--- config.mk ---
export PLATFORM = sky130hd
export DESIGN_NAME = ground_scroll_ctrl_flat
export DESIGN_NICKNAME = d
export VERILOG_FILES = /design/src/rtl/ground_scroll_ctrl_if.sv /design/src/rtl/ground_scroll_ctrl.sv /design/src/flat_wrapper.sv
export SDC_FILE = /design/constraint.sdc
export NUM_CORES = 1
export LEC_CHECK = 0
export CAP_MARGIN = 20
export CORE_ASPECT_RATIO = 0.6
export CORE_UTILIZATION = 40
export DETAILED_ROUTE_END_ITERATION = 8
export MAX_ROUTING_LAYER = met4
export PLACE_DENSITY_LB_ADDON = 0.2
export RECOVER_POWER = 50
export SYNTH_ARGS = -nofsm -noshare
export SYNTH_HDL_FRONTEND = slang
export SYNTH_SLANG_ARGS = --single-unit
--- constraint.sdc ---
create_clock -name clk -period 4.3 [get_ports clk]
set_input_delay 1.075 -clock clk [delete_from_list [all_inputs] [get_ports clk]]
set_output_delay 1.075 -clock clk [all_outputs]
set_load 0.01 [all_outputs]
--- src/rtl/ground_scroll_ctrl_if.sv ---
// Bundles the frame-strobe/control inputs and scroll-status outputs of ground_scroll_ctrl.
// master: the driver of fresh/start/collide (top-level game logic or a bench).
// slave:  the ground_scroll_ctrl block itself.
interface ground_scroll_ctrl_if;
  logic       fresh;
  logic       start;
  logic       collide;
  logic       game_status;
  logic [1:0] state;
  logic [9:0] ground_position;
  logic [3:0] speed;
  logic       frame_tick;

  modport master (
    output fresh,
    output start,
    output collide,
    input  game_status,
    input  state,
    input  ground_position,
    input  speed,
    input  frame_tick
  );

  modport slave (
    input  fresh,
    input  start,
    input  collide,
    output game_status,
    output state,
    output ground_position,
    output speed,
    output frame_tick
  );
endinterface

--- src/rtl/ground_scroll_ctrl.sv ---
// ground_scroll_ctrl: frame-level ground scroll sequencer.
// Detects the frame strobe, runs the READY/RUN/DYING/OVER phase machine and
// advances the ground offset modulo GROUND_PERIOD once per frame.
// Optional feature macro: SCROLL_RAMP_EN -- when defined, speed ramps up by one
// every RAMP_FRAMES frames in RUN (capped at SPEED_MAX); when undefined the
// ramp counter is absent and speed is fixed at SPEED_INIT.
module ground_scroll_ctrl #(
  parameter int unsigned GROUND_PERIOD = 336,
  parameter int unsigned SPEED_INIT    = 3,
  parameter int unsigned SPEED_MAX     = 8,
  parameter int unsigned RAMP_FRAMES   = 600,
  parameter int unsigned DEATH_FRAMES  = 30
) (
  input logic               clk,
  input logic               rst,
  ground_scroll_ctrl_if.slave bus
);

  localparam int unsigned POS_W   = 10;
  localparam int unsigned SUM_W   = 11;
  localparam int unsigned SPD_W   = 4;
  localparam int unsigned RAMP_W  = 10;
  localparam int unsigned DEATH_W = 6;

  typedef enum logic [1:0] {
    ST_READY = 2'd0,
    ST_RUN   = 2'd1,
    ST_DYING = 2'd2,
    ST_OVER  = 2'd3
  } state_t;

  // Reject parameter sets the counter and speed widths cannot represent.
  if (SPEED_MAX > 15 || SPEED_INIT > SPEED_MAX ||
      RAMP_FRAMES < 1 || RAMP_FRAMES > 1023 ||
      DEATH_FRAMES < 1 || DEATH_FRAMES > 63 ||
      GROUND_PERIOD < 1 || GROUND_PERIOD > 1023) begin : g_param_check
    $error("ground_scroll_ctrl: parameter out of range");
  end

  state_t             state_q;
  logic [POS_W-1:0]   pos_q;
  logic [SPD_W-1:0]   speed_q;
  logic [DEATH_W-1:0] death_cnt_q;
  logic               sync_q1;
  logic               sync_q2;
  logic               sync_q3;
  logic               frame_tick_q;
  logic [SUM_W-1:0]   sum_c;
  logic [POS_W-1:0]   next_pos_c;

`ifdef SCROLL_RAMP_EN
  logic [RAMP_W-1:0]  ramp_cnt_q;
  logic [SPD_W-1:0]   speed_inc_c;
`endif

  // Two-flop synchronizer on fresh plus a history flop; tick on the synchronized falling edge.
  always_ff @(posedge clk or posedge rst) begin
    if (rst) begin
      sync_q1      <= 1'b1;
      sync_q2      <= 1'b1;
      sync_q3      <= 1'b1;
      frame_tick_q <= 1'b0;
    end else begin
      sync_q1      <= bus.fresh;
      sync_q2      <= sync_q1;
      sync_q3      <= sync_q2;
      frame_tick_q <= sync_q3 & ~sync_q2;
    end
  end

  // Next scroll offset: 11-bit sum folded back into one ground period.
  always_comb begin
    sum_c      = SUM_W'(pos_q) + SUM_W'(speed_q);
    next_pos_c = POS_W'(sum_c);
    if (sum_c >= SUM_W'(GROUND_PERIOD)) begin
      next_pos_c = POS_W'(sum_c - SUM_W'(GROUND_PERIOD));
    end
  end

`ifdef SCROLL_RAMP_EN
  // Saturating speed increment used at each ramp boundary.
  always_comb begin
    speed_inc_c = speed_q;
    if (speed_q < SPD_W'(SPEED_MAX)) begin
      speed_inc_c = SPD_W'(speed_q + SPD_W'(1));
    end
  end
`else
  assign speed_q = SPD_W'(SPEED_INIT);
`endif

  // Game-phase state machine with scroll offset, speed ramp and death timer.
  always_ff @(posedge clk or posedge rst) begin
    if (rst) begin
      state_q     <= ST_READY;
      pos_q       <= '0;
      death_cnt_q <= '0;
`ifdef SCROLL_RAMP_EN
      speed_q     <= SPD_W'(SPEED_INIT);
      ramp_cnt_q  <= '0;
`endif
    end else begin
      case (state_q)
        ST_READY: begin
          // Attract scroll; a tick coinciding with start still scrolls at the READY speed.
          if (frame_tick_q) begin
            pos_q <= next_pos_c;
          end
          if (bus.start) begin
            state_q <= ST_RUN;
`ifdef SCROLL_RAMP_EN
            ramp_cnt_q <= '0;
            speed_q    <= SPD_W'(SPEED_INIT);
`endif
          end
        end
        ST_RUN: begin
          // Collision wins over both the frame scroll and any ramp step in the same cycle.
          if (bus.collide) begin
            state_q     <= ST_DYING;
            death_cnt_q <= '0;
          end else if (frame_tick_q) begin
            pos_q <= next_pos_c;
`ifdef SCROLL_RAMP_EN
            if (ramp_cnt_q == RAMP_W'(RAMP_FRAMES - 1)) begin
              ramp_cnt_q <= '0;
              speed_q    <= speed_inc_c;
            end else begin
              ramp_cnt_q <= RAMP_W'(ramp_cnt_q + RAMP_W'(1));
            end
`endif
          end
        end
        ST_DYING: begin
          // Ground frozen; count frames until the game-over screen.
          if (frame_tick_q) begin
            if (death_cnt_q == DEATH_W'(DEATH_FRAMES - 1)) begin
              state_q <= ST_OVER;
            end else begin
              death_cnt_q <= DEATH_W'(death_cnt_q + DEATH_W'(1));
            end
          end
        end
        ST_OVER: begin
          // Wait for start, then rewind the ground for a fresh attract loop.
          if (bus.start) begin
            state_q <= ST_READY;
            pos_q   <= '0;
`ifdef SCROLL_RAMP_EN
            speed_q <= SPD_W'(SPEED_INIT);
`endif
          end
        end
        default: begin
          state_q <= ST_READY;
        end
      endcase
    end
  end

  // Output mapping; game_status is a direct decode of the state register.
  assign bus.state           = state_q;
  assign bus.game_status     = (state_q == ST_RUN);
  assign bus.ground_position = pos_q;
  assign bus.speed           = speed_q;
  assign bus.frame_tick      = frame_tick_q;

endmodule

--- src/flat_wrapper.sv ---
// flat-port wrapper written by rule: the top's interface ports become plain ports
module ground_scroll_ctrl_flat 
#(
  parameter int unsigned GROUND_PERIOD = 336,
  parameter int unsigned SPEED_INIT    = 3,
  parameter int unsigned SPEED_MAX     = 8,
  parameter int unsigned RAMP_FRAMES   = 600,
  parameter int unsigned DEATH_FRAMES  = 30
)
  (clk, rst, bus_fresh, bus_start, bus_collide, bus_game_status, bus_state, bus_ground_position, bus_speed, bus_frame_tick);
  ground_scroll_ctrl_if bus_i ();
  input logic clk;
  input logic rst;
  input wire logic [$bits(bus_i.fresh)-1:0] bus_fresh;
  input wire logic [$bits(bus_i.start)-1:0] bus_start;
  input wire logic [$bits(bus_i.collide)-1:0] bus_collide;
  output wire logic [$bits(bus_i.game_status)-1:0] bus_game_status;
  output wire logic [$bits(bus_i.state)-1:0] bus_state;
  output wire logic [$bits(bus_i.ground_position)-1:0] bus_ground_position;
  output wire logic [$bits(bus_i.speed)-1:0] bus_speed;
  output wire logic [$bits(bus_i.frame_tick)-1:0] bus_frame_tick;
  assign bus_i.fresh = bus_fresh;
  assign bus_i.start = bus_start;
  assign bus_i.collide = bus_collide;
  assign bus_game_status = bus_i.game_status;
  assign bus_state = bus_i.state;
  assign bus_ground_position = bus_i.ground_position;
  assign bus_speed = bus_i.speed;
  assign bus_frame_tick = bus_i.frame_tick;
  ground_scroll_ctrl #(.GROUND_PERIOD(GROUND_PERIOD), .SPEED_INIT(SPEED_INIT), .SPEED_MAX(SPEED_MAX), .RAMP_FRAMES(RAMP_FRAMES), .DEATH_FRAMES(DEATH_FRAMES)) u_core (.clk(clk), .rst(rst), .bus(bus_i));
endmodule
==> impl_results.md, run 1 <==
* Die area at ~4400 µm²
* Crit path kind: register to register
* Largest net degree at the start of global routing at 23
* # clock sinks at 22
* RSZ-0062 raised after global routing: false
* Commonest cells in the netlist: dfrtp_1 (19), nand2_1 (17), o21ai_0 (13)
* Top cells by area, synth: dfrtp_1 (29%), ha_1 (7.6%), dfstp_2 (4.8%), mux2i_1 (4.2%), o21ai_0 (3.9%)
* Share of layout cells above drive strength 1 at 7.487%
* WP data arrival at 2.95 ns
* Antenna viol nets, final at 0
* Net count, final at 203
* Cells after DPL at 230
* Met3 Wirelength at 301 µm
* Startpoint Class: register
* Row count at 17
* Vias at 1271
* Worst-Margin Slew at 0.8464 ns
* Detailed placer's ending HPWL at about 2700 µm
* Final slew viol count at 0
* Sw frac at between 40% and 50%
* Die W at 84.89 µm
* Cell area power density at 681.6 nW/µm²
* Routed met2 length at 1338 µm
* Count leader, synth: dfrtp_1
* Asr flop ratio synth at 100.0%
* First drt pass iteration count at 6
* Number of synthesized flops with an enable pin at 0
* Total power at 1.233 mW
* Crit path buffers/inverters at 1
* Cell area after synthesis at around 1600 µm²
* M1 wire length at 1864 µm
* Worst rel slew slack at 43.51%
* Overall global routing resource usage at a little under a fifth
* Die H at between 50 and 60 µm
* Worst-path clk slew at 0.08 ns
* Register area at roughly 550 µm²
* Final setup vio count at 0
* TritonCTS clock tree: done
* Main synth FF type: dfrtp_1
* Syn Inst Count at 178
* Antenna violations before repair at 0
* Vias per cell at 5.432
* CP cell instances: inv_1 > ha_1 > and4b_1 > o21ai_0 > a31o_2 > a22oi_2 > and2_4 > xor2_1 > mux2i_1 > o21ai_1
* Max Cap Viol at 0
* Vias in the first global route at 1191
* Hold_buf cts at 0
* IO Pins at 23
* Final Instance Count excl. Fillers at 234
* Final hold slack at 0.3703 ns
* Leading area contributor after synthesis: dfrtp_1
* Area grow syn2layout at 9.712%
* Period Utilization, post-route at between 60% and 70%
* Sequential power share at 31.3%
* Worst reg-to-reg path cell count at 10
* Failing checks: design-rule violations
* Setup_tns at 0 ns
* Final hold vios at 0
* Crit path depth at 10
* Clk Latency, worst-skew pair at 0.27 ns
* Diode count at 0
* Synth Area per Inst at 9.265 µm²
* Status: finished with violations
* Static leakage at 0.7588 nW
* Clock Skew at about 0.0011 ns
* Comb pwr share at between 50% and 60%
* Synth Register Bits at 22
* Crit-path max FO at 10
* Multi-input logic area at 899.6 µm²
* Initial core utilization at 43.31%
* CP endpoint kind: register
* H-tree depth at 1
* Clock network fraction of total power at 15.9%
* Worst path required time at 4.44 ns
* Syn. warnings at 0
* DR iter-0 viols at 104
* Clock buffer depth at 2
* Netlist cell types at 56
* GPL Wtd Cong at 0.9151
* Wire per inst at 15.02 µm
* Psw at 541.0 µW
* First-pass GRT wire length at 5920 µm
* Uppermost layer routed: met4
* Worst path top cell family by delay: compound AO/OA/AOI/OAI gates
* P_int at 692.2 µW
* Core area at 3807 µm²
* Sequential share of the synthesized area at 33.61%
* F_max at 356.3 MHz
* Number of fillers in the final layout at 365
* Resized Gates After CTS at 0
* Post-CTS setup buffers at 0
* Cells on Worst Hold Path at 0
* IO buf count at 18
* Largest stage delay, worst path at approximately 0.5 ns
* CTS Buf Count at 3
* Final core occ at 47.52%
* Yosys top cell area share at 28.83%
* Worst hold path class: register to register
* Post-Route WL at 3514 µm
* Residual DRC at 3
* Root Buffer: clkbuf_8
* Slowest cell on the critical path: dfrtp_1
* Peak VDD IR at between 0.2 and 0.25 mV
* Fin crit period at approximately 2.8 ns
* Residual overflow from global routing at 0
==> cells by family (layout without fill, tap and decap cells) <==
logic type               count (synthesis)  in the layout  share of synthesized area, %
multiplexers                             7              7                         4.249
other                                    2              4                        0.4554
AO/OA/AOI/OAI                           44             44                         17.98
flip-flops                              22             22                         33.61
buffers and inverters                   27             34                         12.21
adder cells (fa/ha/maj)                 10             10                         7.587
XOR/XNOR                                12             12                         6.373
AND/OR/NAND/NOR                         54             54                         17.53
==> worst reg2reg max path, stage by stage (launching register included) <==
cell and delay, ns:
dfrtp_1 0.51, inv_1 0.08, ha_1 0.28, and4b_1 0.40
o21ai_0 0.13, a31o_2 0.29, a22oi_2 0.22, and2_4 0.23
xor2_1 0.25, mux2i_1 0.23, o21ai_1 0.07
==> placed cells by master, fill, tap and decap left out, types with 2 or more instances in the layout <==
cell | Yosys | final
dfrtp_1 | 19 | 19
nand2_1 | 17 | 17
clkdlybuf4s50_1 | 0 | 15
o21ai_0 | 13 | 13
inv_1 | 12 | 12
nor2_1 | 11 | 11
ha_1 | 10 | 10
mux2i_1 | 7 | 7
xnor2_1 | 6 | 6
a21oi_1 | 6 | 6
xor2_1 | 6 | 6
conb_1 | 2 | 4
nor3_1 | 3 | 3
nand4_1 | 3 | 3
a31oi_1 | 3 | 3
clkbuf_8 | 3 | 3
dlygate4sd3_1 | 0 | 3
nand2b_1 | 2 | 2
nand3b_1 | 2 | 2
o22ai_1 | 2 | 2
or3_1 | 2 | 2
o31ai_1 | 2 | 2
nor2b_1 | 2 | 2
o21ai_1 | 2 | 2
dfstp_2 | 3 | 2
==> power by group through the flow <==
| stage | Clock [mW] | Sequential [mW] | Combinational [mW] |
|---|---|---|---|
| floorplan | 0 | 0.348 | 0.507 |
| detailed placement | 0 | 0.389 | 0.645 |
| finish | 0.197 | 0.386 | 0.650 |
| global route | 0.210 | 0.399 | 0.734 |
| global placement | 0 | 0.382 | 0.628 |
| CTS | 0.199 | 0.385 | 0.650 |
==> registers in the layout, indices dropped and copies added (netlist names) <==
name / count
u_core.bus.frame_tick: 1
u_core.bus.ground_position: 10
u_core.bus.state: 2
u_core.death_cnt_q: 6
u_core.sync_q1: 1
u_core.sync_q2: 1
u_core.sync_q3: 1
==> layer usage <==
layer	vias up	global-route usage, %
met5	-	-
met4	0	2.825
met3	2	5.238
met2	41	25.34
met1	599	26.07
li1	629	-
==> path summary, 6_finish.rpt <==
check	startpoint	endpoint	slack (ns)
max	u_core.bus.ground_position[0]	u_core.bus.ground_position[4]	1.49
min in group asynchronous	rst	u_core.death_cnt_q[2]	1.41
max reg2reg	u_core.bus.ground_position[0]	u_core.bus.ground_position[4]	1.49
max in group asynchronous	rst	u_core.bus.ground_position[3]	2.37
min reg2reg	u_core.sync_q1	u_core.sync_q2	0.37
min	u_core.sync_q1	u_core.sync_q2	0.37
==> final cells by class <==
class | instances | share of cell area (%)
multi-input combinational | 131 | 49.72
timing repair buffer | 18 | 9.958
tap | 47 | 3.250
clock inverter | 1 | 1.660
inverter | 12 | 2.490
sequential | 22 | 30.64
clock buffer | 3 | 2.282
==> through the flow <==
step	setup WS, ns	cell area, µm²
after floorplan	1.737	1657
after global placement	1.405	1739
after detailed placement	1.454	1739
after CTS	1.519	1810
after global routing	1.293	1809
final	1.494	1809
No activity file was read; power rests on OpenSTA's default activity.
==> inputs of run 2 (changes only) <==
clock period = 2.82 ns   (was 4.3 ns; I/O delays follow)
==> run 2 against run 1 <==
  * The flow now finishes without violations
  * Via count up 2.7%
  * Worst hold slack got worse by 0.0031 ns
  * Clock power is 49% higher
  * Largest cell class unchanged
==> impl_results.md, run 2 (synthesized netlist as in run 1, its figures left out) <==
* Status: complete, no violations
* Comb pwr share at 55.8% (+3.1 points)
* Max Cap Viol at 0 (unchanged)
* Worst-Margin Slew at 0.8213 ns (-0.02505 ns)
* Startpoint Class: register
* Post-Route WL at 3545 µm (+0.88%)
* Worst-path clk slew at 0.08 ns (about the same)
* IO Pins at 23 (unchanged)
* Fin crit period at 2.598 ns (-0.2085 ns)
* Overall global routing resource usage at 18.11% (+0.060 points)
* Area grow syn2layout at 11.84%
* CP endpoint kind: register
* TritonCTS clock tree: done
* Sw frac at 43.31% (-0.56 points)
* Clk Latency, worst-skew pair at 0.26 ns (about the same)
* Largest net degree at the start of global routing at 23 (unchanged)
* Antenna violations before repair at 0 (unchanged)
* Die W at 84.89 µm (unchanged)
* Vias per cell at 5.460 (+0.53%)
* Final setup vio count at 0 (unchanged)
* RSZ-0062 raised after global routing: false
* Met2 Use GR at 24.80% (-0.54 points)
* Multi-input logic area at 900.9 µm² (+0.14%)
* Most frequent cells in the layout: dfrtp_1 (19), nand2_1 (17), clkdlybuf4s50_1 (15), o21ai_0 (13), inv_1 (12)
* P_int at 1.089 mW (+57%)
* Final Instance Count excl. Fillers at 239 (+2.1%)
* Antenna viol nets, final at 0 (unchanged)
* Row count at 17 (unchanged)
* First drt pass iteration count at 6 (unchanged)
* Met3 Use GR at 4.127% (-1.1 points)
* Final slew viol count at 0 (unchanged)
* Peak VDD IR at 0.2931 mV (+44%)
* Share of layout cells above drive strength 1 at 10.42% (+2.9 points)
* Total power at 1.921 mW (+56%)
* GPL Wtd Cong at 0.9202 (+0.56%)
* Residual overflow from global routing at 0 (unchanged)
* Most common cell after layout, fill and taps aside: dfrtp_1
* Net count, final at 208 (+2.5%)
* Top Usage Layer GRT: met1
* WP data arrival at 2.74 ns (-0.21 ns)
* Met1 GRT Util at 27.00% (+0.94 points)
* Vias at 1305 (+2.7%)
* Crit path kind: register to register
* Post-CTS setup buffers at 0 (unchanged)
* Vias in the first global route at 1179 (-1.0%)
* Clock Skew at 0.002753 ns (+0.001681 ns)
* Resized Gates After CTS at 0 (unchanged)
* Root Buffer: clkbuf_8
* Initial core utilization at 43.31% (unchanged)
* DR iter-0 viols at 120 (+15%)
* Final hold vios at 0 (unchanged)
* Sequential power share at 28.9% (-2.4 points)
* Cell area power density at 1042 nW/µm² (+53%)
* Static leakage at 0.7810 nW (+2.9%)
* DP Area at 1777 µm² (+2.2%)
* Register area at 554.3 µm² (unchanged)
* Psw at 832.1 µW (+54%)
* Setup_tns at 0 ns (unchanged)
* Period Utilization, post-route at 92.13% (+27 points)
* F_max at 384.9 MHz (+8.0%)
* Worst rel slew slack at 45.18% (+1.7 points)
* Number of fillers in the final layout at 361 (-1.1%)
* Die H at 51.74 µm (unchanged)
* First-pass GRT wire length at 5809 µm (-1.9%)
* CTS Buf Count at 3 (unchanged)
* Worst hold path class: register to register
* Hold_buf cts at 0 (unchanged)
* Cells after DPL at 235 (+2.2%)
* Detailed placer's ending HPWL at 2763 µm (+2.4%)
* Crit-path max FO at 11 (+1)
* Finished Cell Area at 1844 µm² (+1.9%)
* H-tree depth at 1 (unchanged)
* Core area at 3807 µm² (unchanged)
* # clock sinks at 22 (unchanged)
* Residual DRC at 0 (-3)
* IO buf count at 18 (unchanged)
* Clock buffer depth at 2 (unchanged)
* Max reg flops at 10 (unchanged)
* Worst path required time at 2.96 ns (-1.48 ns)
* Diode count at 0 (unchanged)
* Clock network fraction of total power at 15.3% (-0.6 points)
* Wire per inst at 14.83 µm (-1.2%)
* Die area at 4392 µm² (unchanged)
==> run 2: changes by cell type in the layout (fill, tap and decap cells not counted), sizes merged <==
cell | previous run | this run
buf | 0 | 4
clkbuf | 3 | 4
==> run 2: metrics by stage <==
stage,worst slack (ns),hold WS (ns),util [%]
after floorplan,0.2569,0.3452,-
after global placement,0.2890,0.3492,46.66
after detailed placement,0.2683,0.3535,46.66
after CTS,0.2413,0.3682,48.54
after global routing,0.01711,0.3712,48.44
final,0.2220,0.3672,48.44
==> run 2: cell type report <==
| type | instances | area share (%) |
|---|---|---|
| clock buffers | 3 | 2.239 |
| repair buffers | 23 | 11.60 |
| inverters | 12 | 2.442 |
| multi-input cells | 131 | 48.85 |
| flip-flops and latches | 22 | 30.05 |
| well taps | 47 | 3.189 |
| clock inverters | 1 | 1.628 |
==> run 2: power by group through the flow <==
stage,Sequential (mW),Clock (mW),Combinational [mW]
after global routing,0.574,0.309,1.20
after detailed placement,0.559,0,1.06
final,0.555,0.294,1.07
after global placement,0.549,0,1.04
after floorplan,0.530,0,0.774
after CTS,0.552,0.300,1.07
==> run 2: final timing paths <==
kind	from	end	slack, ns	cells after the start
setup / recovery	u_core.bus.ground_position[2]	u_core.bus.ground_position[7]	0.22	8
hold / removal	u_core.sync_q1	u_core.sync_q2	0.37	0
setup reg to reg	u_core.bus.ground_position[2]	u_core.bus.ground_position[7]	0.22	8
hold reg to reg	u_core.sync_q1	u_core.sync_q2	0.37	0
max in group asynchronous	rst	u_core.bus.ground_position[4]	1.28	2
min in group asynchronous	rst	u_core.bus.ground_position[8]	1.03	2
==> run 2: worst max-delay path, stage by stage, from the launching register on <==
cell and delay (ns):
dfrtp_1 0.52, o2111ai_1 0.36, nor3_1 0.44, xnor2_1 0.18, nand4_1 0.15, and2_4 0.21
or3_1 0.33, a31oi_1 0.18, mux2i_1 0.10
==> run 2: per-layer routing <==
| layer | vias to the layer above | wire length [µm] |
|---|---|---|
| met2 | 46 | 1346 |
| li1 | 638 | - |
| met4 | 0 | 17 |
| met3 | 4 | 263 |
| met1 | 617 | 1917 |
| met5 | - | 0 |
